===== src/rtl/mac_pipe_acc.sv =====
// rtl/mac_pipe_acc.sv - pipelined signed/unsigned multiply-accumulate with wrap or saturate
module mac_pipe_acc #(
   parameter int A_WIDTH   = 16,
   parameter int B_WIDTH   = 16,
   parameter int ACC_WIDTH = 40,
   parameter int A_SIGNED  = 1,
   parameter int B_SIGNED  = 1,
   parameter int MUL_PIPE  = 2,
   parameter int SATURATE  = 1
) (
   input  logic                 clk,
   input  logic                 rst_n,
   input  logic                 ce,
   input  logic                 in_valid,
   input  logic                 in_first,
   input  logic                 in_last,
   input  logic [A_WIDTH-1:0]   a,
   input  logic [B_WIDTH-1:0]   b,
   output logic                 out_valid,
   output logic [ACC_WIDTH-1:0] acc,
   output logic                 ovf
);
   localparam int AX_W = A_WIDTH + 1;
   localparam int BX_W = B_WIDTH + 1;
   localparam int P_W  = AX_W + BX_W;
   // two guard bits above the accumulator so running + product never wraps internally
   localparam int S_W  = ACC_WIDTH + 2;
   localparam bit ACC_SIGNED = (A_SIGNED != 0) || (B_SIGNED != 0);

   logic [A_WIDTH-1:0] a_q;
   logic [B_WIDTH-1:0] b_q;
   logic               v_q, f_q, l_q;

   // input register: capture operands and frame flags
   always_ff @(posedge clk or negedge rst_n) begin
      if (!rst_n) begin
         a_q <= '0;
         b_q <= '0;
         v_q <= 1'b0;
         f_q <= 1'b0;
         l_q <= 1'b0;
      end else if (ce) begin
         a_q <= a;
         b_q <= b;
         v_q <= in_valid;
         f_q <= in_first;
         l_q <= in_last;
      end
   end

   logic signed [AX_W-1:0] a_x;
   logic signed [BX_W-1:0] b_x;
   logic signed [P_W-1:0]  prod;

   // extend each operand by one bit per its signedness, then one signed multiply covers all modes
   always_comb begin
      a_x  = (A_SIGNED != 0) ? {a_q[A_WIDTH-1], a_q} : {1'b0, a_q};
      b_x  = (B_SIGNED != 0) ? {b_q[B_WIDTH-1], b_q} : {1'b0, b_q};
      prod = P_W'(a_x) * P_W'(b_x);
   end

   logic signed [P_W-1:0] p_q [MUL_PIPE];
   logic [MUL_PIPE-1:0]   pv_q, pf_q, pl_q;

   // product pipeline: stage 0 registers the multiplier output, later stages just delay it
   always_ff @(posedge clk or negedge rst_n) begin
      if (!rst_n) begin
         for (int i = 0; i < MUL_PIPE; i++) p_q[i] <= '0;
         pv_q <= '0;
         pf_q <= '0;
         pl_q <= '0;
      end else if (ce) begin
         p_q[0]  <= prod;
         pv_q[0] <= v_q;
         pf_q[0] <= f_q;
         pl_q[0] <= l_q;
         for (int i = 1; i < MUL_PIPE; i++) begin
            p_q[i]  <= p_q[i-1];
            pv_q[i] <= pv_q[i-1];
            pf_q[i] <= pf_q[i-1];
            pl_q[i] <= pl_q[i-1];
         end
      end
   end

   logic [ACC_WIDTH-1:0]  run_q;
   logic                  stk_q;
   logic signed [S_W-1:0] prod_x, run_x, base, sum;
   logic [2:0]            sum_top;
   logic [ACC_WIDTH-1:0]  sat_val, res;
   logic                  ovf_now, stk_next;
   logic                  pv, pf, pl;

   // accumulate: add product to running value (or restart on first), detect and resolve overflow
   always_comb begin
      pv      = pv_q[MUL_PIPE-1];
      pf      = pf_q[MUL_PIPE-1];
      pl      = pl_q[MUL_PIPE-1];
      prod_x  = S_W'(p_q[MUL_PIPE-1]);
      if (ACC_SIGNED) run_x = S_W'($signed(run_q));
      else            run_x = S_W'(run_q);
      base    = pf ? '0 : run_x;
      sum     = base + prod_x;
      sum_top = sum[S_W-1:ACC_WIDTH-1];
      if (ACC_SIGNED) begin
         ovf_now = !((sum_top == 3'b000) || (sum_top == 3'b111));
         sat_val = sum[S_W-1] ? {1'b1, {(ACC_WIDTH-1){1'b0}}} : {1'b0, {(ACC_WIDTH-1){1'b1}}};
      end else begin
         ovf_now = |sum[S_W-1:ACC_WIDTH];
         sat_val = '1;
      end
      res      = (ovf_now && (SATURATE != 0)) ? sat_val : sum[ACC_WIDTH-1:0];
      stk_next = (pf ? 1'b0 : stk_q) | ovf_now;
   end

   // running accumulator, sticky overflow and frame result registers
   always_ff @(posedge clk or negedge rst_n) begin
      if (!rst_n) begin
         run_q     <= '0;
         stk_q     <= 1'b0;
         acc       <= '0;
         ovf       <= 1'b0;
         out_valid <= 1'b0;
      end else if (ce) begin
         out_valid <= pv & pl;
         if (pv) begin
            run_q <= res;
            stk_q <= stk_next;
            if (pl) begin
               acc <= res;
               ovf <= stk_next;
            end
         end
      end
   end
endmodule

===== config.mk =====
export PLATFORM = sky130hd
export DESIGN_NAME = mac_pipe_acc
export DESIGN_NICKNAME = d
export VERILOG_FILES = /design/src/rtl/mac_pipe_acc.sv
export SDC_FILE = /design/constraint.sdc
export NUM_CORES = 1
export LEC_CHECK = 0
export BUFFER_PORTS_ARGS = -buffer_cell sky130_fd_sc_hd__buf_2
export CAP_MARGIN = 5
export CELL_PAD_IN_SITES_DETAIL_PLACEMENT = 1
export CELL_PAD_IN_SITES_GLOBAL_PLACEMENT = 2
export CORE_AREA = 2 2 230 232
export DETAILED_ROUTE_END_ITERATION = 7
export DIE_AREA = 0 0 232 234
export PLACE_DENSITY_LB_ADDON = 0.3
export SLEW_MARGIN = 5
export SYNTH_ARGS = -nofsm -noshare
export SYNTH_HDL_FRONTEND = slang
export SYNTH_SLANG_ARGS = --single-unit

===== constraint.sdc =====
create_clock -name clk -period 6.7 [get_ports clk]
set_clock_uncertainty 0.2 [all_clocks]
set_input_delay 0.335 -clock clk [delete_from_list [all_inputs] [get_ports clk]]
set_output_delay 0.335 -clock clk [all_outputs]
set_load 0.1 [all_outputs]

==> impl_metrics.csv <==
group,metric,value,unit
run_status,status,"finished, final reports clean",
final_layout,final_common_cell,"inv_1",
drt,route.detailed.drc,0,
worst_setup_path,slowest_stage,"fa_1",
die,io_pins,80,
die,core,52020,µm²
logic_synthesis,synth_area_leaders,"fa_1 27%, dfrtp_1 24%, ha_1 7.9%, inv_1 6.1%, mux2_2 5.6%",
place,portBuffers,79,
timing,fin_crit,6.482,ns
grt,antenna_found_initial,1,
worst_setup_path,cpMostUsedCell,"fa_1",
worst_setup_path,critPathBufInv,6,
timing,setup-tns-final,0,ns
worst_setup_path,worstReg2RegEnd,"p_q[66]",
worst_setup_path,path_cells,"buf_4, buf_4, buf_6, nand2_1, fa_1, inv_1, fa_1, fa_1, fa_1, fa_1, inv_1, fa_1, inv_1, ha_1, a21o_1, a21o_1, a21o_1, a21oi_2, o21a_4, o41ai_4, or4_1, a31oi_1, xnor2_1, a21oi_1",
grt,grt_pass1_wl,84.48,mm
timing,relSlewSlack,0.3570,
clocking,htree_levels,4,
worst_setup_path,slowest_delay,0.59,ns
clocking,cts_tree,"yes",
grt,first_global_vias,15730,
die,die_w,232,µm
drt,postRouteAntennaNets,0,
min_path,hold_path.class,"input port to async pin",
logic_synthesis,synth_area,19430,µm²
die,fp-row-count,84,
place,dp_hpwl,40.38,mm
final_layout,area_growth,13.26,%
worst_setup_path,cpLargestDelayFamily,"adder cells",
logic_synthesis,ys_types,61,
logic_synthesis,ys.flop_type,"dfrtp_1",
timing,fin_hold_ws,0.1725,ns
logic_synthesis,syn_area_per_cell,9.705,µm²
worst_setup_path,r2r_slack,0.22,ns
worst_setup_path,r2r_cells,24,
timing,tightest_slew,0.9644,ns
worst_setup_path,path_max_fanout,6,
grt,grt_usage,0.2000,
final_layout,postLayoutCoreUtil,0.4230,
die,initial_core_util,0.3735,
drt,dr.pass1.iters,4,
drt,drt-total-wl,50.70,mm
clocking,clockRootBuffer,"clkbuf_16",
place,place_congestion,0.8412,
final_layout,layout_common_cells,"313 x inv_1, 260 x fa_1, 239 x nand2_1, 169 x dfrtp_1, 123 x and2_1",
logic_synthesis,synth_fp_nets,2425,
drt,viasPerCell,4.953,
final_layout,finalNetCount,2551,
worst_setup_path,r2r-start,"a_q[7]",
grt,grt_max_degree,84,
die,die-area,54290,µm²
final_layout,fillCellCount,5947,
timing,hold_viol_final,0,
logic_synthesis,synth_cells,2002,
timing,finalCritPeriodShare,0.9675,
drt,drtIter0Drc,490,
logic_synthesis,yosysTopAreaCell,"fa_1",
drt,vias,14010,
worst_setup_path,worstPathRequired,6.83,ns
flow_run,cap_viol_max_count,0,
logic_synthesis,ys_seq_area_frac,0.2421,
logic_synthesis,yosys_register_bits,188,
timing,max_freq,154.3,MHz
logic_synthesis,ys.warnings.count,0,
drt,routedWlPerCell,17.92,µm
clocking,clk_latency,0.49,ns
worst_setup_path,end_kind,"register",
grt,gr-total-overflow,0,
clocking,numCtsBuffers,17,
logic_synthesis,synth_top_area_frac,0.2710,
timing,finalSetupViolCount,0,
final_layout,drive_above_1_share,0.1705,
die,die_y,234,µm
worst_setup_path,cp.arrival,6.61,ns
clocking,cts_buffer_depth,2,
logic_synthesis,async_reset_ff_frac,1.000,
worst_setup_path,critical_path.startpoint_type,"register",
worst_setup_path,worst-setup-path-type,"register to register",
final_layout,antenna_cells,0,
clocking,cts.reportedPaths.clkPinSlew,0.08,ns
clocking,clock_sinks,188,
logic_synthesis,synth_edf_count,0,
timing,finalMaxSlewViolations,0,
[stage by stage]
stage               instances  worst slack (ns)  instance area, µm²
detailed placement       2745           0.02743               20820
global route             2829         -0.009519               22010
finish                   2829            0.2179               22010
CTS                      2813           0.01280               21760
floorplan                2002            0.2390               19430
global placement         2745            0.1422               20820
[worst register-to-register path, stage by stage, from the launching register on]
cell     delay [ns]
dfrtp_2        0.41
buf_4          0.14
buf_4          0.11
buf_6          0.12
nand2_1        0.08
fa_1           0.53
inv_1          0.05
fa_1           0.59
fa_1           0.45
fa_1           0.49
fa_1           0.49
inv_1          0.05
fa_1           0.47
inv_1          0.04
ha_1           0.28
a21o_1         0.17
a21o_1         0.19
a21o_1         0.18
a21oi_2        0.15
o21a_4         0.18
o41ai_4        0.09
or4_1          0.42
a31oi_1        0.21
xnor2_1        0.15
a21oi_1        0.09
[cells by family after synthesis]
logic type | share of synthesized area
muxes | 0.05776
xor gates and xnor gates | 0.03027
adders and majority gates | 0.3495
and+or+nand+nor | 0.1280
AOI/OAI and AO/OA | 0.1118
DFF | 0.2421
buffers and inverters | 0.08049
[Yosys cell counts, drive strengths merged, types with 5 or more instances]
| cell | number |
|---|---|
| nand3 | 15 |
| nand2 | 244 |
| clkbuf | 71 |
| o21a | 13 |
| fa | 263 |
| a211oi | 6 |
| o21ai | 129 |
| nand4 | 8 |
| and2 | 124 |
| xor2 | 17 |
| inv | 314 |
| mux2 | 97 |
| a31oi | 13 |
| a21oi | 109 |
| xnor2 | 48 |
| ha | 122 |
| nor3 | 5 |
| a21o | 39 |
| nor2 | 44 |
| buf | 19 |
| dfrtp | 188 |
| nor2b | 48 |
| o21bai | 9 |
| nand2b | 12 |
| o211ai | 5 |
[worst max path at each step]
stage	startpoint	endpoint	slack, ns	cells past startpoint
after floorplan	b_q[8]	p_q[66]	0.24	24
after global placement	a_q[5]	p_q[66]	0.14	23
after detailed placement	a_q[5]	p_q[56]	0.03	24
after CTS	a_q[8]	p_q[66]	0.01	22
after global routing	a_q[15]	p_q[64]	-0.01	23
final	a_q[7]	p_q[66]	0.22	24
[routing by layer]
metal	vias up	wire length [µm]	track usage
met1	7287	23390	0.2629
met5	-	13	0
met2	105	25930	0.3533
met3	27	836	0.02505
met4	2	538	0.04267
li1	6592	-	-
[state kept, by name (all words and copies together) (netlist names), 2 cells and up]
name and count:
a_q 16, acc 40, b_q 16, p_q 64, pf_q 2, pl_q 2
pv_q 2, run_q 40
[area by class of cell]
type,count,area [µm²],area share
clock buffers,20,446.7,0.02030
clock inverters,12,130.1,0.005913
inverters,314,1179,0.05356
multi-input cells,1410,13240,0.6017
flip-flops and latches,188,4728,0.2149
well taps,688,860.8,0.03912
repair buffers,197,1421,0.06459
[timing repair]
item,4_1_cts,5_1_grt
endpoints found under the hold margin,84,0
hold buffers,36,0
setup endpoints to repair,0,10
buffers inserted,0,16
resized for setup,0,44
Power is left out: the tool's default activity adds up to more than one toggle a clock period on the data nets, which glitch-free logic cannot reach.
